**src/rtl/pc_sequencer.sv**
```systemverilog
// Fetch-stage program counter for MIPS32: next-PC priority mux, exception entry/return
// with a saved EPC, and a circular return-address stack that JAL pushes and JR $ra pops.
module pc_sequencer #(
  parameter int          ADDR_W       = 32,
  parameter logic [31:0] RESET_VECTOR = 32'h0000_0000,
  parameter logic [31:0] EXC_VECTOR   = 32'h0000_0180,
  parameter int          RAS_DEPTH    = 4
) (
  input  logic              clk,
  input  logic              rst_n,
  input  logic              stall,
  input  logic              branch,
  input  logic              alu_zero,
  input  logic [ADDR_W-1:0] branch_offset,
  input  logic              jump,
  input  logic              jal,
  input  logic [25:0]       jump_target,
  input  logic              jr,
  input  logic              jr_ra,
  input  logic [ADDR_W-1:0] jr_target,
  input  logic              exception,
  input  logic              eret,
  output logic [ADDR_W-1:0] pc,
  output logic [ADDR_W-1:0] pc_plus4,
  output logic [ADDR_W-1:0] epc,
  output logic              in_exc,
  output logic              ras_empty,
  output logic              ras_full,
  output logic              ras_overflow,
  output logic              ras_underflow
);

  localparam int PTR_W = (RAS_DEPTH > 1) ? $clog2(RAS_DEPTH) : 1;
  localparam int CNT_W = PTR_W + 1;
  localparam logic [ADDR_W-1:0] RST_PC   = RESET_VECTOR[ADDR_W-1:0];
  localparam logic [ADDR_W-1:0] EXC_PC   = EXC_VECTOR[ADDR_W-1:0];
  localparam logic [CNT_W-1:0]  FULL_CNT = CNT_W'(RAS_DEPTH);

  logic [ADDR_W-1:0] ras_mem [RAS_DEPTH];
  logic [PTR_W-1:0]  top;
  logic [PTR_W-1:0]  top_inc;
  logic [CNT_W-1:0]  cnt;

  logic [ADDR_W-1:0] jump_pc;
  logic [ADDR_W-1:0] branch_pc;
  logic [ADDR_W-1:0] pc_nxt;
  logic [ADDR_W-1:0] epc_nxt;
  logic              in_exc_nxt;
  logic              push;
  logic              pop;
  logic              underflow_nxt;

  assign pc_plus4  = pc + ADDR_W'(4);
  assign branch_pc = pc_plus4 + (branch_offset << 2);
  assign top_inc   = top + PTR_W'(1);
  assign ras_empty = (cnt == '0);
  assign ras_full  = (cnt == FULL_CNT);

  // A 28-bit PC has no region bits above the 256 MB jump window to carry over.
  generate
    if (ADDR_W > 28) begin : g_jump_region
      assign jump_pc = {pc_plus4[ADDR_W-1:28], jump_target, 2'b00};
    end else begin : g_jump_flat
      assign jump_pc = {jump_target, 2'b00};
    end
  endgenerate

  always_comb begin
    pc_nxt        = pc_plus4;
    epc_nxt       = epc;
    in_exc_nxt    = in_exc;
    push          = 1'b0;
    pop           = 1'b0;
    underflow_nxt = 1'b0;
    if (exception) begin
      pc_nxt = EXC_PC;
      // A nested exception must not lose the original return address.
      if (!in_exc) begin
        epc_nxt    = pc;
        in_exc_nxt = 1'b1;
      end
    end else if (stall) begin
      pc_nxt = pc;
    end else if (eret && in_exc) begin
      pc_nxt     = epc;
      in_exc_nxt = 1'b0;
    end else if (jr) begin
      if (jr_ra && !ras_empty) begin
        pc_nxt = ras_mem[top];
        pop    = 1'b1;
      end else begin
        pc_nxt        = jr_target;
        underflow_nxt = jr_ra;
      end
    end else if (jump) begin
      pc_nxt = jump_pc;
      push   = jal;
    end else if (branch && alu_zero) begin
      pc_nxt = branch_pc;
    end
  end

  // Registered state: PC, exception context and RAS bookkeeping
  always_ff @(posedge clk or negedge rst_n) begin
    if (!rst_n) begin
      pc            <= RST_PC;
      epc           <= '0;
      in_exc        <= 1'b0;
      top           <= '0;
      cnt           <= '0;
      ras_overflow  <= 1'b0;
      ras_underflow <= 1'b0;
    end else begin
      pc            <= pc_nxt;
      epc           <= epc_nxt;
      in_exc        <= in_exc_nxt;
      ras_underflow <= underflow_nxt;
      if (push) begin
        top <= top_inc;
        if (ras_full) ras_overflow <= 1'b1;
        else          cnt <= cnt + CNT_W'(1);
      end else if (pop) begin
        top <= top - PTR_W'(1);
        cnt <= cnt - CNT_W'(1);
      end
    end
  end

  // Entries carry no reset; validity is tracked by cnt alone. A push when full
  // lands on top+1, which is exactly the oldest slot of the circular buffer.
  always_ff @(posedge clk) begin
    if (push) ras_mem[top_inc] <= pc_plus4;
  end

endmodule

```
**config.mk**
```make
export PLATFORM = sky130hd
export DESIGN_NAME = pc_sequencer
export DESIGN_NICKNAME = d
export VERILOG_FILES = /design/src/rtl/pc_sequencer.sv
export SDC_FILE = /design/constraint.sdc
export NUM_CORES = 1
export LEC_CHECK = 0
export ABC_AREA = 1
export ABC_CLOCK_PERIOD_IN_PS = 6000
export CORE_MARGIN = 1.5
export CORE_UTILIZATION = 60
export CTS_BUF_LIST = sky130_fd_sc_hd__clkbuf_8
export CTS_CLUSTER_SIZE = 20
export DETAILED_ROUTE_END_ITERATION = 16
export PLACE_DENSITY = 0.88
export SLEW_MARGIN = 0
export SYNTH_ARGS = -nofsm -noshare
export SYNTH_HDL_FRONTEND = slang
export SYNTH_SLANG_ARGS = --single-unit
```
**constraint.sdc**
```tcl
create_clock -name clk -period 6 [get_ports clk]
set_clock_uncertainty 0.05 [all_clocks]
set_input_delay 0.9 -clock clk [delete_from_list [all_inputs] [get_ports clk]]
set_output_delay 0.9 -clock clk [all_outputs]
set_load 0.005 [all_outputs]
```
**After elaboration in Yosys (flattened, before gate mapping)**

Memories as Yosys holds them, arrays and structs flattened.
Index checks and enable logic that the tools add are counted.

- Word-level logic and storage cells: 61
- Flip-flop bits (word level): 72
- Memory bits (read-only): 0
- Latch bits: 0
- Memories kept: 1
- Bits in writable memories: 128
- Output and inout bits: 101

Memories:

| memory | words | width | read ports | clocked after memory_dff | write ports | RTL line | RTL |
|---|---|---|---|---|---|---|---|
| ras_mem | 4 | 32 | 1 | 0 | 1 | 39 | `logic [ADDR_W-1:0] ras_mem [RAS_DEPTH];` |

- Mux-type cells: 32
- $mul: 0
- Shift-type cells: 0
- Divide/modulo/power cells: 0
- Add/sub/neg operators: 6
- Bitwise operators: 1
- Equality and inequality tests: 3
- Magnitude comparators: 0
- Reductions and logical operators: 11

Operator list:

| cell | number |
|---|---|
| $mux 32 | 7 |
| $add 32x3->32 const B | 1 |
| $add 32x32->32 | 1 |
| $mux 1 | 20 |
| $mux 3 | 3 |
| $reduce_and 2->1 | 4 |
| $mux 2 | 2 |
| $reduce_bool 2->1 | 2 |
| $add 3x1->3 const B | 1 |
| $eq 3x3->1 const B | 1 |
| $logic_and 1x1->1 | 3 |
| $logic_not 3->1 | 1 |
| $sub 3x1->3 const B | 1 |
| $add 2x1->2 const B | 1 |
| $ne 2x1->1 const B | 1 |
| $ne 2x2->1 const B | 1 |
| $sub 2x1->2 const B | 1 |
| $logic_not 1->1 | 1 |
| $not 1->1 | 1 |

**Depth between registers and ports, before layout**

- Word-level depth: 10
- Mapped depth: 30

**Worst setup path after synthesis**

Ideal clock, no wire load.

- Path kind: input port to flip-flop
- Start: input jump
- End: memory ras_mem[0][0] (enable)
- Path buffers: 1
- Setup slack: 2.544 ns
- Stages on the path: 5
- Arrival time: 2.985 ns
- Required time: 5.529 ns
- Cell sequence: buf_2 -> inv_1 -> nor2_1 -> nand3_2 -> nor2_1

- Word-level cells in the longest chain between the ends: 7

RTL lines:

| item | RTL line | RTL |
|---|---|---|
| from (decl) | 15 | `input logic jump,` |
| $mux 1 | 95 | `end else if (jump) begin` |
| $mux 1 | 87 | `end else if (jr) begin` |
| $mux 1 | 84 | `end else if (eret && in_exc) begin` |
| $mux 1 | 82 | `end else if (stall) begin` |
| $mux 1 | 75 | `if (exception) begin` |
| $mux 1 | 132 | `if (push) ras_mem[top_inc] <= pc_plus4;` |
| $mux 1 (implied by the code) | 132 |  |
| to (decl) | 39 |  |

No other way between the ends.

**Worst setup path in the final report**

- Start: register pc[2]
- End: output pc_plus4[21]

- Word-level cells in the longest chain between the ends: 1

RTL lines:

| item | RTL line | RTL |
|---|---|---|
| from (decl) | 23 | `output logic [ADDR_W-1:0] pc,` |
| from (signal assigned) | 114 | `pc <= pc_nxt;` |
| $add 32x3->32 | 53 | `assign pc_plus4 = pc + ADDR_W'(4);` |
| to (decl) | 24 | `output logic [ADDR_W-1:0] pc_plus4,` |

No other way between the ends.

==> results.ini <==
[yosys]
ys_seq_area_share_pct = 45.6
syn_avg_cell_area_um2 = 7.57
synth_edf_count = 128
yosys.area.top_type = edfxtp_1
async_flop_share_pct = 36.0
synthCells = 1637
yosysWarnings = 0
syn_area_mm2 = 0.0124
synth_top_area_share_pct = 31.0
ys_types = 45
syn_nets = 1780
synth.area.top_cells = edfxtp_1 31%, nand2_1 17%, dfrtp_1 15%, inv_1 5.6%, nor2_1 4.4%
ys.flop_type = edfxtp_1
ys_ff_latch = 200

[grt]
grt_max_degree = 73
grt_usage_pct = 41.7
antenna_found_initial = 0
grt_pass1_wl_um = 67000
grt.overflow.total = 0
grt_pass1_vias = 11900

[worst_setup_path]
timing.rr.start = pc[2]
cpMostUsedCell = nand3_1
cp_slowest_cell = xor2_1
r2r_end = pc[30]
worstPathRequired_ns = 5.05
cpPeakStageDelay_ns = 0.87
path_cells = nand3_1, inv_1, nand3_1, nor2_2, xor2_1, clkdlybuf4s50_1
crit_buf_inv = 2
end_kind = output port
rrSetupSlack_ns = 1.63
reg2reg_depth = 18
path_class = register to output port
worstSetupStartpointType = register
arrival_ns = 3.48
cp_max_fo = 8
crit_family = XOR/XNOR gates

[drt]
num_vias = 12500
ant_nets = 0
vias_per_cell = 5.97
drtIter0Drc = 1590
drtPass1Iterations = 7
drc = 0
wl_per_cell_um = 21.3
drt_wl_total_um = 44800

[power]
p_seq_share_pct = 39.6
p_clk_share_pct = 22.6
switching_share_pct = 41.3
switchingPower_uw = 1760
p_int_uw = 2500
power_density_mw_per_mm2 = 283
ir_drop_v = 0.000154
pwr-share-comb_pct = 37.9
p_leak_uw = 0.00665

[placed_design]
placed_cell_area_mm2 = 0.0146
portBuffers = 199
globalplace.congestion = 1.04
dp_hpwl_um = 33400

[clock_tree]
cts.clk_slew.worst_paths_ns = 0.14
cts_inserted_buffers = 17
cts_buffer_depth = 2
cts_hold_buf = 0
cts_tree = yes
cts_root_buf = clkbuf_8
insertion_delay_ns = 0.50
post_cts_buffers = 0
clock-sinks = 200
h-tree-depth = 4
cts.repair.resized = 0

[sta]
layout_min_cycle_time_ns = 4.43
maxClockFrequency_mhz = 226
tns_ns = 0
finalHoldViolations = 0
slew_violations = 0
setup_violations = 0
rsz0062_at_grt = no
relSlewSlack_pct = 22.5
period_share_pct = 73.8
tightest_slew_ns = 1.16

[min_path]
whs_endpoint = ras_overflow
hold_class = register to register
holdPathStages = 1
hp-start = ras_overflow

[floorplan]
ios = 202
coreArea_mm2 = 0.0202
die_area_mm2 = 0.0215
initial_core_util_pct = 61.2
die_height_um = 147
rows = 52
die_w_um = 147

[final_layout]
final_nets = 1958
num_antenna_cells = 0
area.growth.synth_to_final_pct = 21.2
layout_commonest_cell = nand2_1
most-common-layout-cells = 573 x nand2_1, 198 x clkdlybuf4s50_1, 185 x inv_1
drive_above_1_share_pct = 4.32
stdcell_area_mm2 = 0.0150

[outcome]
outcome = complete, no violations

[run]
maxCapViolations = 0

-- sequential cells by signal, indices dropped and copies added (netlist names) --
name           cells
top                2
ras_overflow       1
epc               32
in_exc             1
ras_mem          128
pc                32
ras_underflow      1
cnt                3
-- layout make-up --
class,instances,area [um^2]
Multi-Input combinational cell,1184,5710
Sequential cell,200,5650
Fill cell,1481,5230
Timing Repair Buffer,219,2140
Inverter,193,727
Tap cell,270,338
Clock buffer,17,234
Clock inverter,15,220
-- stage by stage --
stage          cells  power, uW  setup WS (ns)  util [%]  hold WS, ns
3_3_place_gp    2066       3180           1.91      71.9        0.409
4_1_cts         2098       4200           1.65      74.2        0.454
5_1_grt         2098       4430           1.41      74.2        0.470
2_1_floorplan   1637       2590           2.54         -        0.418
3_5_place_dp    2066       3250           1.85      71.9        0.421
6_report        2098       4250           1.57      74.2        0.451
-- kinds of logic after synthesis --
group	after synthesis	share of synthesized area, %
and+or+nand+nor	847	27.5
AOI/OAI and AO/OA	270	12.3
buffers and inverters	253	8.43
DFF	200	45.6
adders and majority gates	42	4.36
xor gates and xnor gates	22	1.56
muxes	3	0.273
-- routing by layer --
| metal | part of all wire [%] | track usage (%) | vias to the layer above |
|---|---|---|---|
| met5 | 0 | 0 | - |
| met3 | 11 | 8.34 | 135 |
| met1 | 38 | 54.8 | 5827 |
| met4 | 4.7 | 18.5 | 0 |
| li1 | - | - | 5712 |
| met2 | 46 | 67.0 | 858 |
-- synthesized netlist by cell type (4+ instances only) --
cell type and n:
nand2_1 573, inv_1 186, nor2_1 146, edfxtp_1 128, o21ai_0 107, a21oi_1 101
nand3_1 86, dfrtp_1 72, ha_1 40, clkbuf_1 36, xor2_1 19, a32o_1 14
nand4_1 14, nor3_1 12, o211ai_1 10, o22ai_1 9, buf_1 8, a31oi_1 7
o21bai_1 7, clkbuf_8 6, buf_2 5, nor2_2 5, o21ai_1 5, a221oi_1 4
-- worst max path at each step --
stage	start	endpoint	slack, ns	cells after the start
finish	pc[2]	pc_plus4[21]	1.57	6
detailed placement	pc[4]	pc[30]	1.85	18
CTS	pc[2]	pc_plus4[21]	1.65	6
global route	pc[2]	pc[31]	1.41	25
floorplan	jump	ras_mem[0][0]	2.54	5
global placement	pc[2]	pc[30]	1.91	18
-- power by group through the flow --
| stage | clock, uW | combinational (uW) | sequential, uW |
|---|---|---|---|
| after floorplan | 0 | 923 | 1670 |
| after global placement | 0 | 1480 | 1700 |
| after detailed placement | 0 | 1550 | 1700 |
| after CTS | 955 | 1570 | 1680 |
| after global routing | 1010 | 1730 | 1690 |
| final | 959 | 1610 | 1680 |
Power figures use the tool's default switching activity.
